<file path="src/rtl/multicycle_control.sv">
// Main control FSM for the multi-cycle MIPS datapath. A Moore machine steps each
// instruction through fetch/decode/execute/memory/writeback. It waits on i_mem_ready
// for memory accesses and flags unrecognised opcodes on o_illegal.
module multicycle_control #(
    parameter int unsigned ALUOP_W      = 4,    // must be >= 4
    parameter bit          SUPPORT_JUMP = 1'b1
) (
    input  logic               i_clk,
    input  logic               i_rst,
    input  logic [5:0]         i_op,
    input  logic               i_mem_ready,
    output logic               o_pc_write,
    output logic               o_pc_write_cond,
    output logic               o_branch_ne,
    output logic               o_ior_d,
    output logic               o_mem_read,
    output logic               o_mem_write,
    output logic               o_ir_write,
    output logic               o_alu_src_a,
    output logic               o_reg_write,
    output logic [1:0]         o_reg_dst,
    output logic [1:0]         o_mem_to_reg,
    output logic [1:0]         o_alu_src_b,
    output logic [1:0]         o_pc_source,
    output logic [ALUOP_W-1:0] o_alu_op,
    output logic               o_illegal,
    output logic [3:0]         o_state
);

    typedef enum logic [3:0] {
        StFetch  = 4'd0,
        StDecode = 4'd1,
        StMemAdr = 4'd2,
        StMemRd  = 4'd3,
        StMemWb  = 4'd4,
        StMemWr  = 4'd5,
        StExec   = 4'd6,
        StRwb    = 4'd7,
        StBranch = 4'd8,
        StIExec  = 4'd9,
        StIwb    = 4'd10,
        StJump   = 4'd11
    } state_e;

    localparam logic [5:0] OpRType = 6'b000000;
    localparam logic [5:0] OpLw    = 6'b100011;
    localparam logic [5:0] OpLb    = 6'b100000;
    localparam logic [5:0] OpSw    = 6'b101011;
    localparam logic [5:0] OpSb    = 6'b101000;
    localparam logic [5:0] OpBeq   = 6'b000100;
    localparam logic [5:0] OpBne   = 6'b000101;
    localparam logic [5:0] OpJ     = 6'b000010;
    localparam logic [5:0] OpJal   = 6'b000011;
    localparam logic [5:0] OpAddi  = 6'b001000;
    localparam logic [5:0] OpAddiu = 6'b001001;
    localparam logic [5:0] OpAndi  = 6'b001100;
    localparam logic [5:0] OpOri   = 6'b001101;
    localparam logic [5:0] OpXori  = 6'b001110;
    localparam logic [5:0] OpSlti  = 6'b001010;
    localparam logic [5:0] OpSltiu = 6'b001011;

    state_e     r_state;
    state_e     w_state_next;
    logic [5:0] r_op;
    logic [3:0] w_icode;
    logic [3:0] w_alu_op4;

    // State register and opcode latch; the opcode is captured only while decoding
    always_ff @(posedge i_clk or posedge i_rst) begin
        if (i_rst) begin
            r_state <= StFetch;
            r_op    <= 6'b000000;
        end else begin
            r_state <= w_state_next;
            if (r_state == StDecode) begin
                r_op <= i_op;
            end
        end
    end

    // ALU operation for the I-type arithmetic/logic instructions, from the latched opcode
    always_comb begin
        w_icode = 4'b0000;
        case (r_op)
            OpAddi:  w_icode = 4'b0100;
            OpAddiu: w_icode = 4'b0101;
            OpAndi:  w_icode = 4'b0110;
            OpOri:   w_icode = 4'b0111;
            OpXori:  w_icode = 4'b1000;
            OpSlti:  w_icode = 4'b1001;
            OpSltiu: w_icode = 4'b1010;
            default: w_icode = 4'b0000;
        endcase
    end

    // Next-state and Moore outputs; reset forces every output low without waiting for a clock
    always_comb begin
        w_state_next    = StFetch;
        o_pc_write      = 1'b0;
        o_pc_write_cond = 1'b0;
        o_branch_ne     = 1'b0;
        o_ior_d         = 1'b0;
        o_mem_read      = 1'b0;
        o_mem_write     = 1'b0;
        o_ir_write      = 1'b0;
        o_alu_src_a     = 1'b0;
        o_reg_write     = 1'b0;
        o_reg_dst       = 2'b00;
        o_mem_to_reg    = 2'b00;
        o_alu_src_b     = 2'b00;
        o_pc_source     = 2'b00;
        w_alu_op4       = 4'b0000;
        o_illegal       = 1'b0;
        o_state         = r_state;

        case (r_state)
            StFetch: begin
                o_mem_read   = 1'b1;
                o_alu_src_b  = 2'b01;
                o_ir_write   = i_mem_ready;
                o_pc_write   = i_mem_ready;
                w_state_next = i_mem_ready ? StDecode : StFetch;
            end
            StDecode: begin
                o_alu_src_b = 2'b11;
                case (i_op)
                    OpRType:                   w_state_next = StExec;
                    OpLw, OpLb, OpSw, OpSb:    w_state_next = StMemAdr;
                    OpBeq, OpBne:              w_state_next = StBranch;
                    OpAddi, OpAddiu, OpAndi, OpOri, OpXori, OpSlti, OpSltiu:
                                               w_state_next = StIExec;
                    OpJ, OpJal: begin
                        if (SUPPORT_JUMP) begin
                            w_state_next = StJump;
                        end else begin
                            o_illegal = 1'b1;
                        end
                    end
                    default:                   o_illegal = 1'b1;
                endcase
            end
            StMemAdr: begin
                o_alu_src_a  = 1'b1;
                o_alu_src_b  = 2'b10;
                w_state_next = (r_op == OpSw || r_op == OpSb) ? StMemWr : StMemRd;
            end
            StMemRd: begin
                o_mem_read   = 1'b1;
                o_ior_d      = 1'b1;
                w_state_next = i_mem_ready ? StMemWb : StMemRd;
            end
            StMemWb: begin
                o_mem_to_reg = 2'b01;
                o_reg_write  = 1'b1;
            end
            StMemWr: begin
                o_mem_write  = 1'b1;
                o_ior_d      = 1'b1;
                w_state_next = i_mem_ready ? StFetch : StMemWr;
            end
            StExec: begin
                o_alu_src_a  = 1'b1;
                w_alu_op4    = 4'b0010;
                w_state_next = StRwb;
            end
            StRwb: begin
                o_reg_dst   = 2'b01;
                o_reg_write = 1'b1;
            end
            StBranch: begin
                o_alu_src_a     = 1'b1;
                w_alu_op4       = 4'b0001;
                o_pc_write_cond = 1'b1;
                o_pc_source     = 2'b01;
                o_branch_ne     = (r_op == OpBne);
            end
            StIExec: begin
                o_alu_src_a  = 1'b1;
                o_alu_src_b  = 2'b10;
                w_alu_op4    = w_icode;
                w_state_next = StIwb;
            end
            StIwb: begin
                o_reg_write = 1'b1;
                w_alu_op4   = w_icode;
            end
            StJump: begin
                o_pc_write  = 1'b1;
                o_pc_source = 2'b10;
                if (r_op == OpJal) begin
                    o_reg_write  = 1'b1;
                    o_reg_dst    = 2'b10;
                    o_mem_to_reg = 2'b10;
                end
            end
            default: begin
                // Unused encodings recover to fetch with everything idle
                o_state = r_state;
            end
        endcase

        o_alu_op = ALUOP_W'(w_alu_op4);

        if (i_rst) begin
            w_state_next    = StFetch;
            o_pc_write      = 1'b0;
            o_pc_write_cond = 1'b0;
            o_branch_ne     = 1'b0;
            o_ior_d         = 1'b0;
            o_mem_read      = 1'b0;
            o_mem_write     = 1'b0;
            o_ir_write      = 1'b0;
            o_alu_src_a     = 1'b0;
            o_reg_write     = 1'b0;
            o_reg_dst       = 2'b00;
            o_mem_to_reg    = 2'b00;
            o_alu_src_b     = 2'b00;
            o_pc_source     = 2'b00;
            o_alu_op        = '0;
            o_illegal       = 1'b0;
            o_state         = 4'd0;
        end
    end

endmodule

</file>
<file path="config.mk">
export PLATFORM = sky130hd
export DESIGN_NAME = multicycle_control
export DESIGN_NICKNAME = d
export VERILOG_FILES = /design/src/rtl/multicycle_control.sv
export SDC_FILE = /design/constraint.sdc
export NUM_CORES = 1
export LEC_CHECK = 0
export ABC_AREA = 1
export CAP_MARGIN = 20
export CORE_MARGIN = 4
export CORE_UTILIZATION = 43
export CTS_BUF_LIST = sky130_fd_sc_hd__clkbuf_4 sky130_fd_sc_hd__clkbuf_8
export DETAILED_ROUTE_END_ITERATION = 10
export GPL_TIMING_DRIVEN = 0
export PLACE_DENSITY = 0.88
export SLEW_MARGIN = 10
export SYNTH_ARGS = -nofsm -noshare
export SYNTH_HDL_FRONTEND = slang
export SYNTH_SLANG_ARGS = --single-unit
</file>
<file path="constraint.sdc">
create_clock -name i_clk -period 1.9 [get_ports i_clk]
set_input_delay 0.38 -clock i_clk [delete_from_list [all_inputs] [get_ports i_clk]]
set_output_delay 0.38 -clock i_clk [all_outputs]
set_load 0.05 [all_outputs]
</file>
==> metrics.md <==
| Metric | Value |
|---|---|
| Run status | finished, violations left |
| Failing checks | negative setup slack |
| Critical path's most frequent cell | nand2_4 |
| # hold bufs at CTS | 0 |
| Fin. Hold Viols | 0 |
| Area grow syn2layout | 62.5% |
| Clock-pin slew of the registers on the worst-case setup and hold paths | 0.06 ns |
| Register area share after synthesis | 25.1% |
| Leak Pwr | 0.843 nW |
| DP Cell Count | 231 |
| Leading cell types by count after synthesis | 46 x nand2_1, 34 x nor2_1, 15 x nand3_1 |
| Antenna cell count | 0 |
| Clock buffer depth | 2 |
| Clock network fraction of total power | 21.7% |
| Number of buffers added on ports | 34 |
| Sw frac | 42.6% |
| DRC | 0 |
| Setup TNS | -0.475 ns |
| Final instance area | 1620 um2 |
| RSZ-0062 raised after global routing | true |
| Global-route wire length before repair | 5.46 mm |
| CP max stage cell | dfrtp_1 |
| GRT Overall Usage | 21.3% |
| Final setup viols | 9 |
| Via count | 1373 |
| Clk_lat worst skew | 0.26 ns |
| Ports | 35 |
| CTS root buf | clkbuf_4 |
| Syn_area_per_cell | 5.90 um2 |
| Maxcap violations | 0 |
| Global route overflow | 0 |
| Arrival @ worst endpoint | 1.61 ns |
| Cell with the most instances after synthesis | nand2_1 |
| Fin crit share | 105% |
| Layout cells sized above 1 | 43.6% |
| Max VDD drop | 0.000427 V |
| Internal power | 486 uW |
| Initial antenna violation count | 0 |
| Width of the die | 56.2 um |
| Yosys top cell area share | 25.1% |
| TritonCTS buffer count | 3 |
| Largest net degree at the start of global routing | 11 |
| Post-DP Area | 1460 um2 |
| Final cell count without fillers | 246 |
| Crit path largest cell delay | 0.37 ns |
| Worst Setup Start Kind | flop |
| Synth Warn # | 0 |
| Skew final | 0.000255 ns |
| Gate power share | 43.2% |
| Initial detailed-routing violation count | 53 |
| Number of synthesized flops with an enable pin | 0 |
| Setup ws final | -0.0925 ns |
| Num Clock Sinks | 10 |
| Top_reg_cell synth | dfrtp_1 |
| Final Wtd Congestion | 0.920 |
| Sequential share of power | 35.1% |
| Pwr Total | 847 uW |
| Core Region | 2210 um2 |
| Crit path cell chain | inv_2 -> nor2_4 -> nand2_4 -> nand2_4 -> nand2_2 -> o21ai_2 -> buf_6 |
| Worst-Margin Slew | 0.300 ns |
| Synth area leaders | dfrtp_1 25%, nand2_1 17%, nor2_1 13% |
| Min Tclk post-route | 1.99 ns |
| Synth Cell Area | 997 um2 |
| Crit path depth | 7 |
| PwrDens | 522 nW/um2 |
| Total Die Area | 3150 um2 |
| Synth Instances | 169 |
| Min-Delay Path Class | in2async |
| Ys async rst share | 100% |
| Net Switching | 361 uW |
| Antenna viol nets, final | 0 |
| Yosys cell types | 25 |
| Final Slew Violations | 0 |
| Worst setup EP type | output port |
| Worst Path Required | 1.52 ns |
| DRT Pass-1 Iters | 6 |
| Dpl hpwl | 2.47 mm |
| CTS tree | built |
| Final WL | 3.49 mm |
| Crit-path leading delay family | simple AND/OR/NAND/NOR gates |
| FF+latch count, synth | 10 |
| Synthesized Nets | 178 |
| Yosys top cell by area | dfrtp_1 |
| Final hold slack | 0.363 ns |
| Final nets | 228 |
| R2R cell count | 7 |
| CP Max Fanout | 5 |
| Starting Density | 45.1% |
| WS Path Type | reg2out |
| Site Rows | 17 |
| Fillers | 180 |
| Routed length per instance | 14.2 um |
| Utilization after layout | 73.2% |
| H-tree depth | 1 |
| Buf/Inv on CP | 2 |
| Max Freq | 502 MHz |
| Vias in the first global route | 1289 |
| Pre-CTS setup slack | -0.928 ns |
| Max-slew headroom | 79.9% |
| Via density | 5.58 |
| Die Y | 56.2 um |
[cells in the final DEF (no fill, tap or decap), types with 5 or more instances in the layout]
master         netlist  routed
nor2_1              34      26
o21ai_0              8       7
buf_2                1       7
inv_1               14      12
buf_4                1      19
nand2_1             46      38
nand2_4              2       5
nor3_4               0       5
inv_2                6       6
dlygate4sd2_1        0       7
nor2_4               3       6
nand3_1             15      13
nand2_2              4       9
nor2_2               2       7
buf_6                0       9
clkbuf_4             0       7
dfrtp_1             10       7
[state kept, by name, summed over array words and instances (netlist names)]
| signal | count |
|---|---|
| r_state | 4 |
| r_op | 6 |
[worst paths after layout]
| kind | slack, ns | end | startpoint |
|---|---|---|---|
| min in group i_clk | 0.57 | r_op[5]$_DFFE_PP0P_ | i_op[5] |
| hold reg to reg | 0.62 | r_op[0]$_DFFE_PP0P_ | r_op[0]$_DFFE_PP0P_ |
| setup reg to reg | 0.54 | r_state[1]$_DFF_PP0_ | r_state[3]$_DFF_PP0_ |
| max in group asynchronous | 1.38 | r_state[1]$_DFF_PP0_ | i_rst |
| hold / removal | 0.36 | r_state[0]$_DFF_PP0_ | i_rst |
| setup / recovery | -0.09 | o_alu_op[0] | r_state[3]$_DFF_PP0_ |
[metal layers]
metal	global-route usage, %	part of all wire [%]
met1	21.6	38
met2	40.2	53
met3	5.34	7.4
met4	9.15	2.4
met5	0	0
[layout make-up]
type | instances | area [um2] | area share (%)
inverters | 20 | 81.3 | 5.02
multi-input cells | 136 | 818 | 50.5
plain buffers | 3 | 26.3 | 1.62
well taps | 28 | 35.0 | 2.16
repair buffers | 45 | 369 | 22.8
flip-flops and latches | 10 | 254 | 15.7
clock buffers | 4 | 36.3 | 2.24
[worst min-delay path, delay by kind of cell]
family                 cells  cell delay [ns]
buffers and inverters      3             0.57
[timing repair]
item / CTS / global route
hold endpoints to repair: 0 / 0
gates resized for setup: 173 / 31
pin swaps: 5 / 8
cloned: 0 / 0
setup endpoints to repair: 26 / 17
setup buffers: 7 / 4
[cells by family after synthesis]
logic type	share of synthesized area, %
compound gates	8.53
buf+inv	9.16
simple gates	56.3
flops	25.1
xor+xnor	0.878
[power by group through the flow]
stage | Clock, mW | Sequential (mW) | Combinational (mW)
3_3_place_gp | 0 | 0.286 | 0.306
5_1_grt | 0.194 | 0.302 | 0.398
4_1_cts | 0.187 | 0.294 | 0.344
2_1_floorplan | 0 | 0.281 | 0.229
6_report | 0.184 | 0.297 | 0.366
3_5_place_dp | 0 | 0.290 | 0.320
Note: power is estimated with default switching activity, not from simulation.
